--- config.mk ---
export PLATFORM = sky130hd
export DESIGN_NAME = arrayed_sig_bank
export DESIGN_NICKNAME = d
export VERILOG_FILES = /design/src/rtl/arrayed_sig_bank.sv
export SDC_FILE = /design/constraint.sdc
export NUM_CORES = 1
export LEC_CHECK = 0
export CAP_MARGIN = 10
export CORE_ASPECT_RATIO = 1.5
export CORE_MARGIN = 3
export CORE_UTILIZATION = 40
export DETAILED_ROUTE_END_ITERATION = 8
export PLACE_DENSITY = 0.84
export SLEW_MARGIN = 20
export SYNTH_ARGS = -nofsm -noshare
export SYNTH_HDL_FRONTEND = slang
export SYNTH_SLANG_ARGS = --single-unit
--- constraint.sdc ---
create_clock -name clk -period 1.7 [get_ports clk]
set_input_delay 0.255 -clock clk [delete_from_list [all_inputs] [get_ports clk]]
set_output_delay 0.255 -clock clk [all_outputs]
set_load 0.01 [all_outputs]
--- src/rtl/arrayed_sig_bank.sv ---
// arrayed_sig_bank: DEPTH x WIDTH array with load/rotate/addressed write, registered read, write counter; ARRAY_ADDR_SWAP_EN mirrors addressed indices
module arrayed_sig_bank #(
    parameter int WIDTH  = 2,
    parameter int DEPTH  = 4,
    parameter int ADDR_W = 2,
    parameter int CNT_W  = 8
) (
    input  logic                     clk,
    input  logic                     rst,
    input  logic                     load_all,
    input  logic [DEPTH*WIDTH-1:0]   data_all,
    input  logic                     wr_en,
    input  logic [ADDR_W-1:0]        wr_addr,
    input  logic [WIDTH-1:0]         wr_data,
    input  logic                     rot_en,
    input  logic                     rd_en,
    input  logic [ADDR_W-1:0]        rd_addr,
    output logic [WIDTH-1:0]         rd_data,
    output logic                     rd_valid,
    output logic                     wr_drop,
    output logic                     addr_err,
    output logic [CNT_W-1:0]         wr_count,
    output logic [DEPTH*WIDTH-1:0]   out
);
    localparam logic [ADDR_W:0]   LIM  = (ADDR_W+1)'(DEPTH);
    localparam logic [ADDR_W-1:0] LAST = ADDR_W'(DEPTH-1);
    logic [WIDTH-1:0]  mem_q [DEPTH];
    logic [WIDTH-1:0]  mem_d [DEPTH];
    logic [WIDTH-1:0]  rd_data_q, rd_data_d, rd_word;
    logic              rd_valid_q, wr_drop_q, wr_drop_d, addr_err_q, addr_err_d;
    logic [CNT_W-1:0]  wr_count_q, wr_count_d;
    logic [ADDR_W-1:0] wr_idx, rd_idx;
    logic              wr_ok, rd_ok, wr_apply;
`ifdef ARRAY_ADDR_SWAP_EN
    assign wr_idx = LAST - wr_addr;
    assign rd_idx = LAST - rd_addr;
`else
    assign wr_idx = wr_addr;
    assign rd_idx = rd_addr;
`endif
    // range check always uses the raw address, independent of index mapping
    assign wr_ok    = {1'b0, wr_addr} < LIM;
    assign rd_ok    = {1'b0, rd_addr} < LIM;
    assign wr_apply = wr_en && !load_all && !rot_en;
    always_comb begin
        mem_d   = mem_q;
        rd_word = '0;
        out     = '0;
        for (int i = 0; i < DEPTH; i++) begin
            mem_d[i] = load_all ? data_all[(DEPTH-1-i)*WIDTH +: WIDTH]
                     : rot_en ? mem_q[(i+1) % DEPTH]
                     : (wr_apply && wr_ok && wr_idx == ADDR_W'(i)) ? wr_data : mem_q[i];
            if (rd_ok && rd_idx == ADDR_W'(i)) rd_word = mem_q[i];
            out[(DEPTH-1-i)*WIDTH +: WIDTH] = mem_q[i];
        end
        rd_data_d  = rd_en ? rd_word : rd_data_q;
        wr_count_d = wr_count_q + CNT_W'(load_all || (wr_apply && wr_ok));
        wr_drop_d  = wr_en && (load_all || rot_en);
        addr_err_d = (wr_apply && !wr_ok) || (rd_en && !rd_ok);
    end
    always_ff @(posedge clk) begin
        if (rst) begin
            mem_q      <= '{default: '0};
            rd_data_q  <= '0;
            rd_valid_q <= 1'b0;
            wr_drop_q  <= 1'b0;
            addr_err_q <= 1'b0;
            wr_count_q <= '0;
        end else begin
            mem_q      <= mem_d;
            rd_data_q  <= rd_data_d;
            rd_valid_q <= rd_en;
            wr_drop_q  <= wr_drop_d;
            addr_err_q <= addr_err_d;
            wr_count_q <= wr_count_d;
        end
    end
    assign rd_data  = rd_data_q;
    assign rd_valid = rd_valid_q;
    assign wr_drop  = wr_drop_q;
    assign addr_err = addr_err_q;
    assign wr_count = wr_count_q;
endmodule

==> flow_results.org <==
** CTS
- Clock input transition at the sequential cells of the worst setup and hold paths :: 100 ps
- Count of cells resized by post-cts repair :: 0
- The later pin in the worst-skew pair is clocked with a latency of 290 ps.
- TritonCTS built the clock tree.
- Buffers added to address setup during post-CTS repair amount to 0.
- Number of buffers on the longest clock path :: 2
- Buffers inserted to repair hold after CTS numbered 0.
- H-tree depth :: 1
- The clock net in this run drives a total of 20 sinks.
- Cell chosen for the clock root :: sky130_fd_sc_hd__clkbuf_4
- TritonCTS Buffers :: 3

** GRT
- Global-route wire length before repair :: 3.995 mm
- In the global route stage, overall resource usage came out at 0.1474.
- In the global route stage, met1 resource usage came out at 0.1582.
- The via count of the first global-routing pass came to 888.
- Entering global routing, the biggest net connects 21 pins.
- GR Util met3 :: 0.02581
- For this run, global-route usage on met2 was measured as 0.2653.
- Overflow left after global routing :: 0
- The number of antenna violations at the first check in global routing came to 0.
- The layer flagged by global routing as most heavily used is met2.

** Floorplan
- The core region is ~2500 µm².
- From bottom edge to top edge, the die measures 69.56 µm.
- The floorplan step defined a die boundary enclosing 3365 µm².
- The die is 48.38 µm wide.
- Rows :: 22
- Starting utilization of the core area :: 0.4301
- In this run the count of I/O pins placed on the die edge is 41.

** Yosys
- Seq/Total Area, Yosys :: 0.3717
- Counting flops with an async set or reset pin after synthesis yields a share of 0.
- Synthesis produced 114 cells.
- Post-synthesis instance area :: 1077 µm²
- Syn Nets :: 136
- Synth warnings :: 0
- In this run, synthesis inferred 0 flip-flops with an integrated enable.
- In the synthesized netlist the dominant register cell turns out to be sky130_fd_sc_hd__dfxtp_1.
- Averaged over all synthesized cells, the footprint is 9.450 µm².
- Distinct cell type count after synthesis :: 36
- Synthesis-stage register bit count :: 20

** Worst setup path
- For flop-to-flop paths, the worst setup slack is roughly 330 ps.
- The endpoint identified for the worst register-to-register timing path is wr_count[6].
- In this run the worst path has a maximum fanout of 6.
- Critical Path AT :: 1330 ps
- Together, buffers and inverters on the worst path number 1.
- The worst setup path is launched from a flip-flop.
- Slowest stage delay, CP :: 580 ps
- The worst register-to-register path begins at wr_count[0].
- Slowest CP cell :: sky130_fd_sc_hd__clkdlybuf4s50_1
- For the worst setup path, the data required time is ~1400 ps.
- The signal on the critical path passes through clkdlybuf4s50_1.
- The worst setup path is captured at an output port.
- Tracing the worst setup path back leads to its startpoint at wr_count[3].
- Critical path type :: flip-flop to output port
- Broken down by cell family, the worst path's largest delay share belongs to buffers and inverters.
- Cells on worst reg2reg path :: 5

** Power and ir drop
- Of the total power, combinational logic draws 0.241.
- Summed over all cells, the static leakage comes to 0.0005620 µW.
- Sequential Power Share :: 0.502
- Worst voltage drop across the vdd grid :: ~540 µV
- The internal power of the cells totals 778.6 µW.
- The share of total power dissipated in the clock network is 0.258.
- Of the total power, the share spent switching nets is 0.2505.
- Power per unit of standard cell area :: about 680 nW/µm²
- NetSw :: 260.3 µW

** Final layout
- Area overhead of the layout relative to synthesis :: 42.74%
- Net count of the finished layout :: 177
- Layout filler cell count :: 205
- Count of inserted antenna diode cells :: 0
- Final std cell area, no fill :: ~1500 µm²
- In the final layout, the share of cells above drive strength 1 is 0.1169.

** Status
- The run finished with clean final reports.

** Route
- Number of vias after detailed routing :: about 1000
- Iteration count of the initial detailed-routing pass :: 4
- After detailed routing, the number of vias per cell comes to approximately 5.4.
- Dividing the detail-routed wire length by the instance count gives 13.37 µm.
- DRT iter0 DRCs :: between 40 and 50
- In this run the remaining antenna-violating nets after routing total 0.
- After detailed routing, the total wire length is 2.540 mm.
- Residual DRC :: 0

** Placed design
- After legalization and detailed placement, the total HPWL measured 1.971 mm.
- Port buffering added 39 buffers.
- Post-placement cell area :: 1501 µm²
- Routability-driven placement finished with a final weighted congestion of just under 0.9.

** Timing
- Minimum hold slack :: 497.5 ps
- The worst path needs 1588 ps of the cycle, external delays included.
- Final setup violation count :: 0
- Tcrit/Tclk final :: 0.9342
- On the final layout, the worst clock skew is ~1.6 ps.
- The final max-slew violation count was 0.
- Setup repair after global routing left no endpoint under its margin.
- Final Hold Violating Endpoints :: 0
- Maximum clock frequency :: about 630 MHz

** Min path
- Count of cells along the worst hold path :: 2
- Worst min-delay path category :: flip-flop to flip-flop
- Min-Delay Endpoint :: wr_count[7]
- Startpoint of the lowest-slack hold path :: wr_count[7]

** Flow run
- Across the run, the number of max-cap violations was 0.
how the worst max path moves through the flow:
| stage | slack, ps | cells after the start | to |
|---|---|---|---|
| final | 110 | 1 | wr_count[3] |
| after global routing | 50 | 1 | wr_count[3] |
| after CTS | 100 | 1 | wr_count[3] |
| after detailed placement | -170 | 7 | wr_count[6] |
| after global placement | -110 | 7 | wr_count[6] |
| after floorplan | 230 | 8 | wr_count[6] |
final cells by class:
| cell class | count | area [µm²] | share of cell area |
|---|---|---|---|
| Multi-Input combinational cell | 85 | 624.3 | 0.4060 |
| Tap cell | 36 | 45.04 | 0.02929 |
| Clock buffer | 4 | 36.28 | 0.02360 |
| Sequential cell | 20 | 400.4 | 0.2604 |
| Inverter | 1 | 3.754 | 0.002441 |
| Timing Repair Buffer | 44 | 427.9 | 0.2783 |
worst register-to-register path, delay by kind of cell, from the launching register on:
family | cells | cell delay, ps
AO/OA/AOI/OAI | 1 | 150
adder cells (fa/ha/maj) | 2 | 380
AND/OR/NAND/NOR | 2 | 430
flip-flops | 1 | 350
layer usage:
layer,vias to the layer above,share of wire
met2,49,0.51
met1,470,0.42
met4,0,0.023
met5,-,0
li1,498,-
met3,7,0.048
cells in the mapped netlist (all sizes together) (3+ instances only):
cell / number / area share
dfxtp: 20 / 0.37
or3: 3 / 0.017
a21oi: 11 / 0.051
nor2: 6 / 0.023
o221ai: 6 / 0.049
nor2b: 3 / 0.017
nand3: 9 / 0.046
nand2b: 8 / 0.046
nand2: 4 / 0.014
o21ai: 3 / 0.014
buf: 6 / 0.038
mux2: 8 / 0.084
metrics by stage:
step / utilization / TNS (ps) / setup slack, ps / instances / total power, µW
floorplan: - / 0 / 231.7 / 114 / 650.4
global placement: 0.5994 / -313.3 / -113.8 / 186 / 774.9
detailed placement: 0.5994 / -440.6 / -168.5 / 186 / 781.4
CTS: 0.6139 / 0 / 103.4 / 190 / 1050
global route: 0.6139 / 0 / 53.92 / 190 / 1090
finish: 0.6139 / 0 / 111.9 / 190 / 1039
cell usage in the layout, fill, tap and decap left out:
master and n:
sky130_fd_sc_hd__mux4_1 1, sky130_fd_sc_hd__mux2i_1 2, sky130_fd_sc_hd__ha_1 2, sky130_fd_sc_hd__conb_1 1, sky130_fd_sc_hd__dfxtp_1 20, sky130_fd_sc_hd__and3b_1 2
sky130_fd_sc_hd__a311oi_1 1, sky130_fd_sc_hd__a21o_1 1, sky130_fd_sc_hd__nand3_2 1, sky130_fd_sc_hd__clkbuf_8 1, sky130_fd_sc_hd__mux4_2 1, sky130_fd_sc_hd__nor2b_1 3
sky130_fd_sc_hd__nand2b_1 8, sky130_fd_sc_hd__nand4_1 1, sky130_fd_sc_hd__a311o_1 1, sky130_fd_sc_hd__nand3_1 8, sky130_fd_sc_hd__nor2_1 5, sky130_fd_sc_hd__mux2_1 4
sky130_fd_sc_hd__clkbuf_4 3, sky130_fd_sc_hd__nand3b_1 2, sky130_fd_sc_hd__or3_1 3, sky130_fd_sc_hd__clkdlybuf4s50_1 39, sky130_fd_sc_hd__mux2_2 4, sky130_fd_sc_hd__inv_1 1
sky130_fd_sc_hd__or2_2 1, sky130_fd_sc_hd__a21oi_1 11, sky130_fd_sc_hd__o221ai_1 6, sky130_fd_sc_hd__nor3b_1 2, sky130_fd_sc_hd__o211ai_1 2, sky130_fd_sc_hd__or3b_2 1
sky130_fd_sc_hd__nor2_2 1, sky130_fd_sc_hd__nand2_1 4, sky130_fd_sc_hd__xnor2_1 1, sky130_fd_sc_hd__buf_4 5, sky130_fd_sc_hd__o21ai_0 3, sky130_fd_sc_hd__xor2_1 2
power by group through the flow:
stage / sequential, µW / combinational (µW) / clock, µW
2_1_floorplan: 539 / 112 / 0
3_3_place_gp: 531 / 244 / 0
6_report: 521 / 250 / 268
5_1_grt: 524 / 267 / 299
3_5_place_dp: 532 / 249 / 0
4_1_cts: 521 / 251 / 278
sequential cells by signal, indices dropped and copies added (netlist names):
register	cells
wr_drop	1
out	8
wr_count	8
rd_data	2
rd_valid	1
kinds of logic after synthesis:
kind of cell,Yosys count,share of synthesized area
multiplexers,12,0.1475
flip-flops,20,0.3717
other,1,0.003481
AO/OA/AOI/OAI,25,0.1521
buffers and inverters,9,0.04877
XOR/XNOR,3,0.02439
adder cells (fa/ha/maj),2,0.02323
AND/OR/NAND/NOR,42,0.2288
No activity file was read; power rests on OpenSTA's default activity.
